[src/rtl/adder_256_sched_pkg.sv]
// adder_sched_pkg: FSM state type and width/chunk-count helpers for adder_256_sched
package adder_sched_pkg;
  typedef enum logic [1:0] {IDLE, ADD, RESP} state_t;
  function automatic int clog2(input int n);
    int r;
    for (r = 0; (1 << r) < n; r++) begin end
    return r;
  endfunction
  function automatic int nchunk(input int dw, input int cw);
    return dw / cw;
  endfunction
endpackage

[src/rtl/adder_256_sched_rr_arbiter.sv]
// rr_arbiter: round-robin grant from i_valid starting at i_ptr; o_grant one-hot, o_idx its index, o_any any valid
module rr_arbiter
  import adder_sched_pkg::*;
#(
  parameter int NREQ = 2,
  parameter int IW = 1
) (
  input  logic [NREQ-1:0] i_valid,
  input  logic [IW-1:0]   i_ptr,
  output logic [NREQ-1:0] o_grant,
  output logic [IW-1:0]   o_idx,
  output logic            o_any
);
  always_comb begin
    o_idx = '0;
    o_any = 1'b0;
    for (int k = NREQ - 1; k >= 0; k--)
      if (i_valid[(int'(i_ptr) + k) % NREQ]) begin
        o_idx = IW'((int'(i_ptr) + k) % NREQ);
        o_any = 1'b1;
      end
  end
  assign o_grant = o_any ? NREQ'(1) << o_idx : '0;
endmodule

[src/rtl/adder_256_sched.sv]
// adder_256_sched: round-robin shared chunked DATA_W adder; req_* valid/ready in, rsp_* valid/ready out, busy
module adder_256_sched
  import adder_sched_pkg::*;
#(
  parameter int DATA_W = 256,
  parameter int CHUNK_W = 64,
  parameter int NREQ = 2,
  localparam int IW = clog2(NREQ)
) (
  input  logic                   clk,
  input  logic                   rst,
  input  logic [NREQ-1:0]        req_valid,
  output logic [NREQ-1:0]        req_ready,
  input  logic [NREQ*DATA_W-1:0] req_a,
  input  logic [NREQ*DATA_W-1:0] req_b,
  input  logic [NREQ-1:0]        req_cin,
  output logic                   rsp_valid,
  input  logic                   rsp_ready,
  output logic [DATA_W-1:0]      rsp_sum,
  output logic                   rsp_cout,
  output logic [IW-1:0]          rsp_id,
  output logic                   busy
);
  localparam int NCHUNK = nchunk(DATA_W, CHUNK_W);
  localparam int CNTW = NCHUNK > 1 ? clog2(NCHUNK) : 1;
  state_t r_state, w_next;
  logic [IW-1:0] r_ptr, r_op_id, r_id, w_idx;
  logic [NREQ-1:0] w_grant;
  logic w_any, w_take, w_last;
  logic [CNTW-1:0] r_cnt;
  logic r_carry, r_cout;
  logic [DATA_W-1:0] r_a, r_b, r_acc, r_sum, w_acc;
  logic [CHUNK_W:0] w_chunk;
  rr_arbiter #(.NREQ(NREQ), .IW(IW)) u_arb (
    .i_valid(req_valid),
    .i_ptr(r_ptr),
    .o_grant(w_grant),
    .o_idx(w_idx),
    .o_any(w_any)
  );
  assign w_take = r_state == IDLE && w_any && !rst;
  assign w_last = r_cnt == CNTW'(NCHUNK - 1);
  assign w_chunk = {1'b0, r_a[CHUNK_W-1:0]} + {1'b0, r_b[CHUNK_W-1:0]} + (CHUNK_W + 1)'(r_carry);
  // operands shift down and results shift in from the top, so after NCHUNK steps r_acc is aligned
  assign w_acc = DATA_W'({w_chunk[CHUNK_W-1:0], r_acc} >> CHUNK_W);
  always_comb begin
    w_next = r_state;
    w_next = r_state == IDLE ? (w_any ? ADD : IDLE) :
             r_state == ADD  ? (w_last ? RESP : ADD) :
             (rsp_ready ? IDLE : RESP);
  end
  always_ff @(posedge clk) begin
    if (rst) begin
      r_state <= IDLE;
      r_ptr <= '0;
      r_cnt <= '0;
      r_carry <= 1'b0;
      r_sum <= '0;
      r_cout <= 1'b0;
      r_id <= '0;
    end else begin
      r_state <= w_next;
      if (w_take) begin
        r_a <= req_a[w_idx*DATA_W +: DATA_W];
        r_b <= req_b[w_idx*DATA_W +: DATA_W];
        r_carry <= req_cin[w_idx];
        r_cnt <= '0;
        r_op_id <= w_idx;
        r_ptr <= w_idx == IW'(NREQ - 1) ? '0 : w_idx + 1'b1;
      end else if (r_state == ADD) begin
        r_a <= r_a >> CHUNK_W;
        r_b <= r_b >> CHUNK_W;
        r_acc <= w_acc;
        r_carry <= w_chunk[CHUNK_W];
        r_cnt <= r_cnt + 1'b1;
        // response registers only move on completion so they hold through the next ADD
        if (w_last) begin
          r_sum <= w_acc;
          r_cout <= w_chunk[CHUNK_W];
          r_id <= r_op_id;
        end
      end
    end
  end
  assign req_ready = w_take ? w_grant : '0;
  assign rsp_valid = r_state == RESP;
  assign rsp_sum = r_sum;
  assign rsp_cout = r_cout;
  assign rsp_id = r_id;
  assign busy = r_state != IDLE;
endmodule

[config.mk]
export PLATFORM = sky130hd
export DESIGN_NAME = adder_256_sched
export DESIGN_NICKNAME = d
export VERILOG_FILES = /design/src/rtl/adder_256_sched_pkg.sv /design/src/rtl/adder_256_sched_rr_arbiter.sv /design/src/rtl/adder_256_sched.sv
export SDC_FILE = /design/constraint.sdc
export NUM_CORES = 2
export LEC_CHECK = 0
export ABC_AREA = 1
export BUFFER_PORTS_ARGS = -buffer_cell sky130_fd_sc_hd__buf_4
export CAP_MARGIN = 0
export CORE_AREA = 2 2 502 504
export DETAILED_ROUTE_END_ITERATION = 16
export DIE_AREA = 0 0 504 506
export GPL_TIMING_DRIVEN = 1
export MAX_ROUTING_LAYER = met4
export PLACE_DENSITY = 0.35
export RECOVER_POWER = 100
export SLEW_MARGIN = 10
export SYNTH_ARGS = -nofsm -noshare
export SYNTH_HDL_FRONTEND = slang
export SYNTH_HIERARCHICAL = 1
export SYNTH_SLANG_ARGS = --single-unit
[constraint.sdc]
create_clock -name clk -period 23.1 [get_ports clk]
set_clock_uncertainty 0.1 [all_clocks]
set_input_delay 0 -clock clk [delete_from_list [all_inputs] [get_ports clk]]
set_output_delay 0 -clock clk [all_outputs]
set_load 0.01 [all_outputs]
==> run metrics <==
status=finished with violations; violated checks=capacitance limit, slew limit; DRT Pass-1 Iters=6; gr ovfl total=0; Initial Util=18.5%; vias in the first global route=49,093; Clk Latency, worst-skew pair=0.79 ns; syn_area_per_cell=8.67 um2; clock-pin slew on the worst setup and hold paths=0.06 ns; boundary pin count=1,293; fin util=30.3%; # setup viols final=0; Main synth FF type=edfxtp_1; via count=48,202; Levels on crit path=11; hold slack=0.0716 ns; GRT Overall Usage=21.7%; crit path cell chain=inv_1 > a21oi_4 > clkbuf_1 > clkinvlp_2 > clkbuf_1 > clkbuf_1 > buf_4 > buf_4 > nor2_1 > o31ai_1 > dlygate4sd3_1; dpl cell area=0.0593 mm2; Tmin final=13.32 ns; Setup crit start kind=flip-flop; routed wl met2=135,000 um; most frequent CP cell=clkbuf_1; async set or reset register ratio after synthesis=0%; Fin. Hold Viols=0; clk sinks=969; Setup crit end kind=flip-flop; Wirelength per Cell=24.5 um; PwrDens=71.5 mW/mm2; Die ar.=0.255 mm2; Worst Setup Path Type=reg -> reg; HP Start=req_a[350]; fillers=27,263; Yosys cell types=33; DR vias/cell=4.24; CP Buf/Inv Count=8; Post-synth EDFFs=705; Fmax achieved=0.0751 GHz; RePlAce Congestion=0.918; Syn. warnings=6; Min-Delay Endpoint=r_a[94]; WL met3=14,300 um; Slew Viols, Final=1,618; Tcrit/Tclk final=57.7%; top sig layer=met4; Die Ht=506 um; min-delay worst type=in -> reg; ratio of cells with drive above 1 in the final layout=16.0%; post_cts resized=0; final instance area=0.0759 mm2; number of port buffers=1,292; DRT iter0 DRCs=3,494; P&R area growth vs syn=64.1%; Worst EP arrival=13.74 ns; reg-to-reg startpoint=r_ptr; CTS Buffer Depth=3; H-tree Lvls=4; Cells after Synth=5,332; post-synth top area share=45.8%; crit path max fanout=121; CP delay by family, top=buffers and inverters; hold depth=4; Reg-to-Reg End=r_b[158]; Max-cap violations=22; CTS tree=done; Post CTS Setup Buffer Count=0; Least-Margin Pin Slew=8.49 ns; dominant cells by area after synthesis=edfxtp_1, dfxtp_1, nand2_1; Layout Nets=8,924; Peak VDD IR=0.0687 mV; CP required=23.51 ns; first-pass GRT wire length=380,000 um; Slew HR=-466%; initial antenna violation count=118; # hold bufs at CTS=1,322; Post-Syn Area=0.0462 mm2; antenna-violating nets left=0; DRC Markers=0; area leader, netlist=edfxtp_1; syn_nets=6,429; RSZ-0062 raised after global routing=no; CTS buffer count=130; core footprint=0.250 mm2; commonest cells in the netlist=nand2_1, nor2_1, edfxtp_1, inv_1, o31ai_1; number of cells on the worst reg-to-reg path=11; FP Rows=184; setup tns final=0 ns; register area share after synthesis=57.2%; FF-to-FF setup slack=9.78 ns; largest net degree at the start of global routing=192; DPL Wire Length=218,000 um; met1 wire length=120,000 um; #FFs+latches synth=969; Total Wirelength=278,000 um; most numerous cell in the Yosys netlist=nand2_1; Max stage delay on crit path=4.97 ns; slowest cell on the critical path=clkinvlp_2; die width=504 um; Leakage=32.9 nW; clock root cell=clkbuf_16
==> tightest hold or removal path, cell delays in order <==
cell,delay [ns]
buf_4,0.08
nor2_1,0.03
o31ai_1,0.20
dlygate4sd3_1,0.53
==> metal layers <==
metal,vias up,GRT usage [%]
met1,23449,26.5
met4,0,5.99
met5,-,-
li1,22829,-
met2,1586,36.2
met3,338,4.11
==> worst max path at each step <==
stage	start	end	slack [ns]
after detailed placement	r_ptr	r_b[77]	18.34
final	r_ptr	r_b[158]	9.78
after CTS	r_ptr	r_b[155]	17.85
after global placement	r_ptr	r_b[138]	18.39
after floorplan	r_state[1]	r_a[0]	8.27
after global routing	r_ptr	r_b[159]	8.85
==> cells by family (layout without fill, tap and decap cells) <==
family          after synthesis  after routing  synth area share, %
compound gates              860            860                 11.8
other cells                   0             77                    0
xor+xnor                     31             31                0.620
simple gates               2712           2712                 22.7
fa+ha+maj                    66             66                 1.82
buf+inv                     694           3293                 5.88
flops                       969            969                 57.2
==> report_power, final <==
part / leakage, nW / internal (mW) / switching [mW] / total [mW]
Sequential: 8.80 / 2.07 / 0.104 / 2.17
Combinational: 22.1 / 0.528 / 0.672 / 1.20
Clock: 2.06 / 1.20 / 0.858 / 2.06
==> state kept, by name, summed over array words and instances, names as in the netlist <==
| name | count |
|---|---|
| r_b | 256 |
| r_ptr | 1 |
| r_acc | 192 |
| rsp_id | 1 |
| r_state | 2 |
| r_a | 256 |
| rsp_cout | 1 |
| r_carry | 1 |
| rsp_sum | 256 |
| r_cnt | 2 |
| r_op_id | 1 |
==> stage by stage <==
stage | cells | power, mW | setup WS [ns]
final | 11356 | 5.43 | 9.78
after global routing | 11347 | 5.68 | 8.85
after CTS | 11279 | 5.50 | 17.85
after detailed placement | 9721 | 3.14 | 18.34
after global placement | 9721 | 3.13 | 18.39
after floorplan | 5332 | 2.64 | 8.27
==> placed cells by master (no fill, tap or decap), drive strengths merged, types with 2 or more instances in the layout <==
| master | instances |
|---|---|
| fa | 2 |
| diode | 77 |
| nand2 | 1302 |
| nor3 | 17 |
| o31ai | 384 |
| nor2 | 1285 |
| dlygate4sd3 | 1322 |
| and3 | 3 |
| clkinvlp | 6 |
| clkinv | 43 |
| o21ai | 229 |
| buf | 1052 |
| o21a | 31 |
| edfxtp | 705 |
| bufinv | 9 |
| nand4 | 13 |
| ha | 64 |
| nand3 | 91 |
| dfxtp | 264 |
| clkbuf | 463 |
| a21oi | 179 |
| xor2 | 26 |
| o21bai | 31 |
| xnor2 | 5 |
| inv | 398 |
| o211ai | 5 |
==> final cells by class <==
cell class	instances	area (um2)	share of cell area, %
Sequential cell	969	26500	34.9
Inverter	397	1500	1.98
Timing Repair Buffer	2660	22200	29.3
Clock buffer	177	3570	4.71
Tap cell	3348	4190	5.52
Antenna cell	77	193	0.254
Clock inverter	59	711	0.937
Multi-Input combinational cell	3669	17000	22.4
No activity file was read; power rests on OpenSTA's default activity.
